**config.mk**
```make
export PLATFORM = sky130hd
export DESIGN_NAME = ppg_peak_detector
export DESIGN_NICKNAME = d
export VERILOG_FILES = /design/src/rtl/ppg_pkg.sv /design/src/rtl/ppg_moving_avg.sv /design/src/rtl/ppg_peak_detector.sv
export SDC_FILE = /design/constraint.sdc
export NUM_CORES = 1
export LEC_CHECK = 0
export BUFFER_PORTS_ARGS = -buffer_cell sky130_fd_sc_hd__clkbuf_2
export CAP_MARGIN = 0
export CORE_UTILIZATION = 50
export CTS_CLUSTER_DIAMETER = 100
export DETAILED_ROUTE_END_ITERATION = 8
export MAX_ROUTING_LAYER = met4
export PLACE_DENSITY = 0.72
export SLEW_MARGIN = 20
export SYNTH_ARGS = -nofsm -noshare
export SYNTH_HDL_FRONTEND = slang
export SYNTH_SLANG_ARGS = --single-unit
```
**constraint.sdc**
```tcl
create_clock -name clk -period 12.05 [get_ports clk]
set_input_delay 1.8075 -clock clk [delete_from_list [all_inputs] [get_ports clk]]
set_output_delay 1.8075 -clock clk [all_outputs]
set_load 0.02 [all_outputs]
```
**src/rtl/ppg_pkg.sv**
```systemverilog
// Shared types and helpers for the PPG front end: detector state encoding,
// default thresholds and the wrap-free signed difference used by the peak FSM.
package ppg_pkg;

  typedef enum logic [1:0] {
    ST_WARMUP  = 2'd0,
    ST_RISING  = 2'd1,
    ST_FALLING = 2'd2
  } ppg_state_t;

  localparam int PPG_HYST_DEFAULT    = 16;
  localparam int PPG_REFRACT_DEFAULT = 30;

  // a - b on zero-extended operands; one extra bit keeps the sign exact
  function automatic logic signed [32:0] ppg_sdiff(input logic [31:0] a,
                                                   input logic [31:0] b);
    return $signed({1'b0, a}) - $signed({1'b0, b});
  endfunction

endpackage

```
**src/rtl/ppg_moving_avg.sv**
```systemverilog
// Boxcar moving average over the last 2^AVG_LOG2 samples using a shift window
// and a running sum; the output register updates one cycle after in_valid.
module ppg_moving_avg #(
  parameter int DATA_WIDTH = 16,
  parameter int AVG_LOG2   = 2
) (
  input  logic                  clk,
  input  logic                  rst,
  input  logic                  in_valid,
  input  logic [DATA_WIDTH-1:0] in_data,
  output logic                  out_valid,
  output logic [DATA_WIDTH-1:0] out_data
);

  localparam int DEPTH = 1 << AVG_LOG2;
  localparam int SUM_W = DATA_WIDTH + AVG_LOG2;

  logic [DATA_WIDTH-1:0] win_r [DEPTH];
  logic [SUM_W-1:0]      sum_r;
  logic [SUM_W-1:0]      sum_nxt_s;

  // Running sum after admitting in_data and retiring the oldest entry
  always_comb begin
    sum_nxt_s = sum_r + SUM_W'(in_data) - SUM_W'(win_r[DEPTH-1]);
  end

  // Window shift, sum and output registers
  always_ff @(posedge clk or posedge rst) begin
    if (rst) begin
      for (int i = 0; i < DEPTH; i++) begin
        win_r[i] <= '0;
      end
      sum_r     <= '0;
      out_valid <= 1'b0;
      out_data  <= '0;
    end else begin
      out_valid <= in_valid;
      if (in_valid) begin
        win_r[0] <= in_data;
        for (int i = 1; i < DEPTH; i++) begin
          win_r[i] <= win_r[i-1];
        end
        sum_r    <= sum_nxt_s;
        out_data <= DATA_WIDTH'(sum_nxt_s >> AVG_LOG2);
      end
    end
  end

endmodule

```
**src/rtl/ppg_peak_detector.sv**
```systemverilog
// PPG front end: per-channel moving average followed by a hysteretic peak
// detector with a refractory interval on the smoothed IR channel.
module ppg_peak_detector
  import ppg_pkg::*;
#(
  parameter int DATA_WIDTH      = 16,
  parameter int AVG_LOG2        = 2,
  parameter int HYST            = PPG_HYST_DEFAULT,
  parameter int REFRACT_SAMPLES = PPG_REFRACT_DEFAULT
) (
  input  logic                  clk,
  input  logic                  rst,
  input  logic                  sample_valid,
  input  logic [DATA_WIDTH-1:0] raw_ir,
  input  logic [DATA_WIDTH-1:0] raw_red,
  output logic                  new_sample,
  output logic [DATA_WIDTH-1:0] filtered_ir,
  output logic [DATA_WIDTH-1:0] filtered_red,
  output logic                  peak_detected,
  output logic [DATA_WIDTH-1:0] peak_value
);

  localparam int RW = $clog2(REFRACT_SAMPLES + 1);
  localparam int WW = AVG_LOG2 + 1;
  localparam logic [RW-1:0]        REFR_MAX  = RW'(REFRACT_SAMPLES);
  localparam logic [RW-1:0]        REFR_ONE  = RW'(1);
  localparam logic [WW-1:0]        WARM_LAST = WW'((1 << AVG_LOG2) - 1);
  localparam logic [WW-1:0]        WARM_ONE  = WW'(1);
  localparam logic signed [32:0]   HYST_S    = 33'(HYST);

  logic                  ir_valid_s, red_valid_s;
  logic [DATA_WIDTH-1:0] ir_avg_s, red_avg_s;

  ppg_moving_avg #(.DATA_WIDTH(DATA_WIDTH), .AVG_LOG2(AVG_LOG2)) u_avg_ir (
    .clk(clk), .rst(rst), .in_valid(sample_valid), .in_data(raw_ir),
    .out_valid(ir_valid_s), .out_data(ir_avg_s)
  );

  ppg_moving_avg #(.DATA_WIDTH(DATA_WIDTH), .AVG_LOG2(AVG_LOG2)) u_avg_red (
    .clk(clk), .rst(rst), .in_valid(sample_valid), .in_data(raw_red),
    .out_valid(red_valid_s), .out_data(red_avg_s)
  );

  assign new_sample   = ir_valid_s & red_valid_s;
  assign filtered_ir  = ir_avg_s;
  assign filtered_red = red_avg_s;

  ppg_state_t            state_r, state_nxt_s;
  logic [DATA_WIDTH-1:0] cand_r, cand_nxt_s;
  logic [DATA_WIDTH-1:0] trough_r, trough_nxt_s;
  logic [WW-1:0]         warm_cnt_r, warm_nxt_s;
  logic [RW-1:0]         refr_cnt_r, refr_nxt_s, refr_inc_s;
  logic                  peak_nxt_s;
  logic [DATA_WIDTH-1:0] peak_value_nxt_s;
  logic signed [32:0]    drop_s, lift_s;

  // Swings relative to the running candidate peak and trough
  always_comb begin
    drop_s = ppg_sdiff(32'(cand_r), 32'(ir_avg_s));
    lift_s = ppg_sdiff(32'(ir_avg_s), 32'(trough_r));
  end

  // Detector next-state, refractory counter and peak strobe
  always_comb begin
    state_nxt_s      = state_r;
    cand_nxt_s       = cand_r;
    trough_nxt_s     = trough_r;
    warm_nxt_s       = warm_cnt_r;
    refr_nxt_s       = refr_cnt_r;
    peak_nxt_s       = 1'b0;
    peak_value_nxt_s = peak_value;
    if (refr_cnt_r >= REFR_MAX) begin
      refr_inc_s = REFR_MAX;
    end else begin
      refr_inc_s = refr_cnt_r + REFR_ONE;
    end
    if (new_sample) begin
      refr_nxt_s = refr_inc_s;
      case (state_r)
        ST_WARMUP: begin
          if (warm_cnt_r == WARM_LAST) begin
            cand_nxt_s  = ir_avg_s;
            state_nxt_s = ST_RISING;
          end else begin
            warm_nxt_s = warm_cnt_r + WARM_ONE;
          end
        end
        ST_RISING: begin
          if (drop_s < 33'sd0) begin
            cand_nxt_s = ir_avg_s;
          end else if (drop_s >= HYST_S) begin
            trough_nxt_s = ir_avg_s;
            state_nxt_s  = ST_FALLING;
            // a fall inside the refractory window changes state silently
            if (refr_cnt_r >= REFR_MAX) begin
              peak_nxt_s       = 1'b1;
              peak_value_nxt_s = cand_r;
              refr_nxt_s       = '0;
            end else begin
              peak_nxt_s = 1'b0;
            end
          end else begin
            cand_nxt_s = cand_r;
          end
        end
        ST_FALLING: begin
          if (lift_s < 33'sd0) begin
            trough_nxt_s = ir_avg_s;
          end else if (lift_s >= HYST_S) begin
            cand_nxt_s  = ir_avg_s;
            state_nxt_s = ST_RISING;
          end else begin
            trough_nxt_s = trough_r;
          end
        end
        default: begin
          state_nxt_s = ST_WARMUP;
        end
      endcase
    end else begin
      state_nxt_s = state_r;
    end
  end

  // Detector state and registered peak outputs
  always_ff @(posedge clk or posedge rst) begin
    if (rst) begin
      state_r       <= ST_WARMUP;
      cand_r        <= '0;
      trough_r      <= '0;
      warm_cnt_r    <= '0;
      refr_cnt_r    <= '0;
      peak_detected <= 1'b0;
      peak_value    <= '0;
    end else begin
      state_r       <= state_nxt_s;
      cand_r        <= cand_nxt_s;
      trough_r      <= trough_nxt_s;
      warm_cnt_r    <= warm_nxt_s;
      refr_cnt_r    <= refr_nxt_s;
      peak_detected <= peak_nxt_s;
      peak_value    <= peak_value_nxt_s;
    end
  end

endmodule

```
* Word-level counts from Yosys, hierarchy flattened *
Index checks and enable logic that the tools add are counted.

cells by class
  add/subtract/negate cells = 8
  equality and inequality tests = 10
  reduce and logical (&&, ||, !) cells = 8
  muxes and demuxes = 25
  magnitude comparators = 5
  bitwise operators = 2

operators with widths
  kind                   number
  $mux W16               7
  $pmux W16 S3           1
  $add A18 B16 Y18       2
  $sub A18 B16 Y18       2
  $ge A17 B6 Y1 const B  2
  $lt A17 B1 Y1 const B  2
  $sub A16 B16 Y17       2
  $pmux W16 S2           1
  $mux W5                5
  $ne A2 B2 Y1 const B   7
  $reduce_and A6 Y1      2
  $mux W2                5
  $reduce_and A5 Y1      2
  $pmux W2 S3            1
  $add A5 B1 Y5 const B  1
  $ge A5 B5 Y1 const B   1
  $mux W1                5
  $add A3 B1 Y3 const B  1
  $eq A3 B2 Y1 const B   1
  $reduce_and A3 Y1      1
  $reduce_bool A3 Y1     1
  $eq A2 B1 Y1 const B   1
  $eq A2 B2 Y1 const B   1
  $logic_not A2 Y1       1
  2 further kinds        3

storage, ports and cells
  flip-flop bits (word level) = 256
  input bits = 35
  output and inout port bits = 50
  word-level logic and storage cells = 78

* Depth between registers and ports, before layout *
  depth after elaboration = 6
  mapped depth = 15
  gate-level depth less buffers = 15

* Hierarchy *
A second synthesis with hierarchy kept.

second synthesis, totals
  cells, all modules = 1219
  area total of the unflattened synthesis = 13314.0 sq um

by module, submodules not included
  module                       seq. area each (sq um)  area an instance (sq um)  times used  cells an instance
  ppg_moving_avg at u_avg_ir   2077.0                  4679.5                    1           407
  ppg_moving_avg at u_avg_red  2077.0                  4479.3                    1           386
  ppg_peak_detector            1476.4                  4155.2                    1           426

* Worst setup path before layout *
No wires, ideal clock.

  path type = input to register
  from = input port raw_ir[1]
  to = register u_avg_ir.out_data[15]
  data arrival time = 4.337 ns
  path slack = 7.589 ns
  buffers on the path = 0
  setup time = 0.124 ns
  stages = 13
  required time = 11.926 ns
  path through = inv_1 > fa_1 > inv_1 > ha_1 > a211oi_1 > o211ai_1 > nand3_1 > nand2_1 > o41a_1 > a211o_1 > xnor2_1 > nand2_1 > xnor2_1

on the way
  cells in the longest elaborated chain, start to end = 2

ends and longest elaborated chain
  what                  line                     source
  start, declared       ppg_peak_detector.sv:14  input logic [DATA_WIDTH-1:0] raw_ir,
  $add A18 B16 Y18      ppg_moving_avg.sv:24     sum_nxt_s = sum_r + SUM_W'(in_data) - SUM_W'(win_r[DEPTH-1]);
  $sub A18 B16 Y18      ppg_moving_avg.sv:24
  end signal, assigned  ppg_moving_avg.sv:44     out_data <= DATA_WIDTH'(sum_nxt_s >> AVG_LOG2);
  end, declared         ppg_moving_avg.sv:12     output logic [DATA_WIDTH-1:0] out_data

Every way passes these cells.
A chain may end at the register's enable or synchronous reset.

* Worst setup path in the final report *
Same ends and word-level chain as after synthesis.

==> flow_metrics.tcl <==
set metrics [dict create \
    grt_antenna_before_repair 0 \
    ys_async_sr_fraction_pct 100.0 \
    clock_tree_from_tritoncts "yes" \
    synthesis.instances 1177 \
    fin_crit_ns 4.286 \
    max_cap_violations 0 \
    gp_congestion 0.9132 \
    rsz0062_at_grt "no" \
    synth_enable_flop_cells 0 \
    grt_start_max_net_pins 106 \
    ff2ff_path_depth 12 \
    critical_path.max_stage_delay_ns 0.58 \
    grt_overflow 0 \
    count_of_cell_types_in_the_netlist 81 \
    avgViaCountPerCell 5.364 \
    period_share_pct 35.57 \
    run_status "complete, no violations" \
    port_buffers 84 \
    hpwlAfterDp_um 17140 \
    worst_path_arrival_ns 4.68 \
    static-leakage-power_nw 6.936 \
    clk_pin_slew_worst_paths_ns 0.06 \
    via_count 8469 \
    routed_wl_um 23510 \
    root_buffer "sky130_fd_sc_hd__clkbuf_16" \
    grt_pass1_wl_um 40010 \
    floorplan.die.width_um 163.4 \
    synth_top_cell_by_area "sky130_fd_sc_hd__dfrtp_1" \
    ir_worst_vdd_mv 0.1733 \
    numClockSinks 224 \
    diodes 0 \
    synth_area_mm2 0.01303 \
    die_area_mm2 0.02671 \
    drv_slew 0 \
    report.power.total_mw 4.533 \
    cpLargestDelayFamily "compound AO/OA/AOI/OAI gates" \
    start_kind "input pin" \
    route.antenna.remaining_nets 0 \
    post_drt_wl_per_cell_um 14.89 \
    post_route_utilization_pct 56.62 \
    syn-mean-instance-area_um2 11.07 \
    start_util_pct 51.30 \
    synth.most_common_cell "sky130_fd_sc_hd__dfrtp_1" \
    buf_inv_stages_crit_path 3 \
    max_freq_mhz 233.3 \
    post-route-drc-count 0 \
    cts-buffers-inserted 25 \
    largest_fanout_on_the_critical_path 3 \
    fin_skew_ns 0.008693 \
    worst_slew_margin_rel_pct 27.56 \
    timing.final.setup_violations 0 \
    drtIter0Drc 428 \
    crit_path_cell_trace "clkbuf_2 -> inv_1 -> fa_1 -> inv_1 -> ha_1 -> a211oi_1 -> o211ai_1 -> nand3_1 -> nand2_1 -> o41a_1 -> a211o_1 -> xnor2_1 -> nand2_1 -> xnor2_1" \
    crit_path_end_kind "flop" \
    fp.coreArea_mm2 0.02540 \
    clk_latency_ns 0.52 \
    ys.flop_type "sky130_fd_sc_hd__dfrtp_1" \
    hold_buffers 0 \
    tightestPinTransition_ns 1.087 \
    detail_route.first_pass.iterations 5 \
    cp.depth 14 \
    synth_nets 1318 \
    fp-row-count 58 \
    worst_hold_path_type "reg -> reg" \
    min_delay_path_depth 1 \
    max-clock-path-buffers 3 \
    worstPathRequired_ns 12.45 \
    post_cts.repair.setup_buffers 0 \
    finalSetupTns_ns 0 \
    dieHeight_um 163.4 \
    finalNetCount 1372 \
    synth-warning-count 0 \
    htree_num_levels 1 \
    synth.yosys.seq_area_share_pct 43.02 \
    track_usage_pct 18.92 \
    synth_area_leaders "sky130_fd_sc_hd__dfrtp_1 43%, sky130_fd_sc_hd__mux2_2 12%, sky130_fd_sc_hd__ha_1 6.9%" \
    register_bit_total_from_synthesis 224 \
    synth_top_area_share_pct 43.02 \
    post_cts_resize_count 0 \
    final_layout_size_suffix_gt1_share_pct 25.38 \
    crit_path_top_delay_cell "sky130_fd_sc_hd__fa_1" \
    via_count_of_the_first_global_routing_pass 8542 \
    worstSetupPathType "in -> reg" \
    floorplan.io_pins 85 \
    area.growth.synth_to_final_pct 10.37 \
    powerDensity_mw_per_mm2 315.2 \
    final_hold_viol_count 0 \
    netlist_top_cells_count "224 x sky130_fd_sc_hd__dfrtp_1, 174 x sky130_fd_sc_hd__inv_1, 144 x sky130_fd_sc_hd__mux2_2, 72 x sky130_fd_sc_hd__ha_1, 56 x sky130_fd_sc_hd__nand2_1" \
    n_fill_cell 2172 \
]
-- per-stage QoR --
stage	hold slack, ns	area [µm²]	worst slack, ns	cells
2_1_floorplan	0.4428	13030	4.108	1177
3_3_place_gp	0.4634	13530	7.248	1534
3_5_place_dp	0.4652	13530	7.229	1534
4_1_cts	0.4889	14380	7.766	1579
5_1_grt	0.4983	14380	7.553	1579
6_report	0.4852	14380	7.764	1579
-- cell type report --
class / count / area [µm²] / area share (%)
clock buffers: 35 / 743.2 / 5.168
clock inverters: 10 / 110.1 / 0.7656
inverters: 174 / 660.6 / 4.594
multi-input cells: 718 / 6392 / 44.45
flip-flops and latches: 224 / 5605 / 38.98
well taps: 330 / 412.9 / 2.871
repair buffers: 88 / 456.7 / 3.176
-- placed cells by master (no fill, tap or decap), types with 6 or more instances in the layout --
| cell | netlist | routed |
|---|---|---|
| sky130_fd_sc_hd__clkbuf_8 | 0 | 8 |
| sky130_fd_sc_hd__o22ai_1 | 7 | 7 |
| sky130_fd_sc_hd__dfrtp_1 | 224 | 224 |
| sky130_fd_sc_hd__inv_1 | 174 | 173 |
| sky130_fd_sc_hd__a21oi_1 | 47 | 47 |
| sky130_fd_sc_hd__fa_1 | 34 | 34 |
| sky130_fd_sc_hd__a21o_1 | 16 | 16 |
| sky130_fd_sc_hd__clkbuf_16 | 0 | 25 |
| sky130_fd_sc_hd__o21a_1 | 6 | 6 |
| sky130_fd_sc_hd__a211oi_1 | 9 | 9 |
| sky130_fd_sc_hd__nand2_1 | 56 | 56 |
| sky130_fd_sc_hd__nor3_1 | 17 | 17 |
| sky130_fd_sc_hd__xnor2_1 | 18 | 18 |
| sky130_fd_sc_hd__nand3_1 | 20 | 20 |
| sky130_fd_sc_hd__ha_1 | 72 | 72 |
| sky130_fd_sc_hd__xor2_1 | 16 | 16 |
| sky130_fd_sc_hd__mux2_2 | 144 | 144 |
| sky130_fd_sc_hd__mux2i_1 | 31 | 31 |
| sky130_fd_sc_hd__mux2_4 | 17 | 17 |
| sky130_fd_sc_hd__nand2b_1 | 14 | 14 |
| sky130_fd_sc_hd__nor2b_1 | 7 | 7 |
| sky130_fd_sc_hd__a31oi_1 | 10 | 10 |
| sky130_fd_sc_hd__o21ai_0 | 51 | 51 |
| sky130_fd_sc_hd__nor2_1 | 35 | 35 |
| sky130_fd_sc_hd__clkbuf_2 | 1 | 83 |
-- worst reg2reg max path, cell delays in order, from the launching register on --
cell	delay, ns
sky130_fd_sc_hd__dfrtp_1	0.38
sky130_fd_sc_hd__inv_1	0.12
sky130_fd_sc_hd__ha_1	0.25
sky130_fd_sc_hd__fa_1	0.40
sky130_fd_sc_hd__nor2b_1	0.12
sky130_fd_sc_hd__o2111ai_1	0.17
sky130_fd_sc_hd__a2bb2oi_1	0.42
sky130_fd_sc_hd__a41oi_1	0.20
sky130_fd_sc_hd__o211a_1	0.25
sky130_fd_sc_hd__o21ai_0	0.30
sky130_fd_sc_hd__o31ai_4	0.17
sky130_fd_sc_hd__a21oi_4	0.59
sky130_fd_sc_hd__mux2_2	0.42
-- worst paths after layout --
check	start	to	slack, ns
min in group asynchronous	rst	u_avg_red.win_r[40]	1.41
worst min-delay path	warm_cnt_r[0]	warm_cnt_r[0]	0.49
worst max-delay path	raw_ir[1]	u_avg_ir.out_data[15]	7.76
max in group asynchronous	rst	refr_cnt_r[2]	9.36
worst min register to register	warm_cnt_r[0]	warm_cnt_r[0]	0.49
worst max register to register	u_avg_ir.out_data[0]	cand_r[15]	8.14
-- cells by family after synthesis --
logic type      Yosys count  share of synthesized area, %
buf+inv                 235                         7.922
fa+ha+maj               106                         12.14
xor+xnor                 34                         2.285
flops                   224                         43.02
compound gates          205                         10.80
mux                     192                         16.79
simple gates            181                         7.048
-- per-layer routing --
metal	GRT usage [%]	share of wire (%)	wire, µm	vias to the layer above
met5	-	0	0	-
li1	-	-	-	4111
met3	3.149	4.3	1000	61
met2	31.74	49	11410	168
met4	6.160	2.8	655	0
met1	23.20	44	10440	4129
-- where the power goes --
| group | leakage, nW | switching (mW) | internal (mW) |
|---|---|---|---|
| clock network | 0.425 | 0.301 | 0.472 |
| logic | 3.83 | 1.46 | 1.15 |
| registers | 2.68 | 0.162 | 0.989 |
-- state kept, by name, summed over array words and instances (netlist names) --
name,count
u_avg_ir.out_data,16
u_avg_red.out_valid,1
trough_r,16
peak_value,16
cand_r,16
u_avg_ir.sum_r,2
u_avg_ir.win_r,64
u_avg_red.sum_r,2
peak_detected,1
refr_cnt_r,5
warm_cnt_r,3
u_avg_red.out_data,16
u_avg_red.win_r,64
state_r,2
Power figures use the tool's default switching activity.
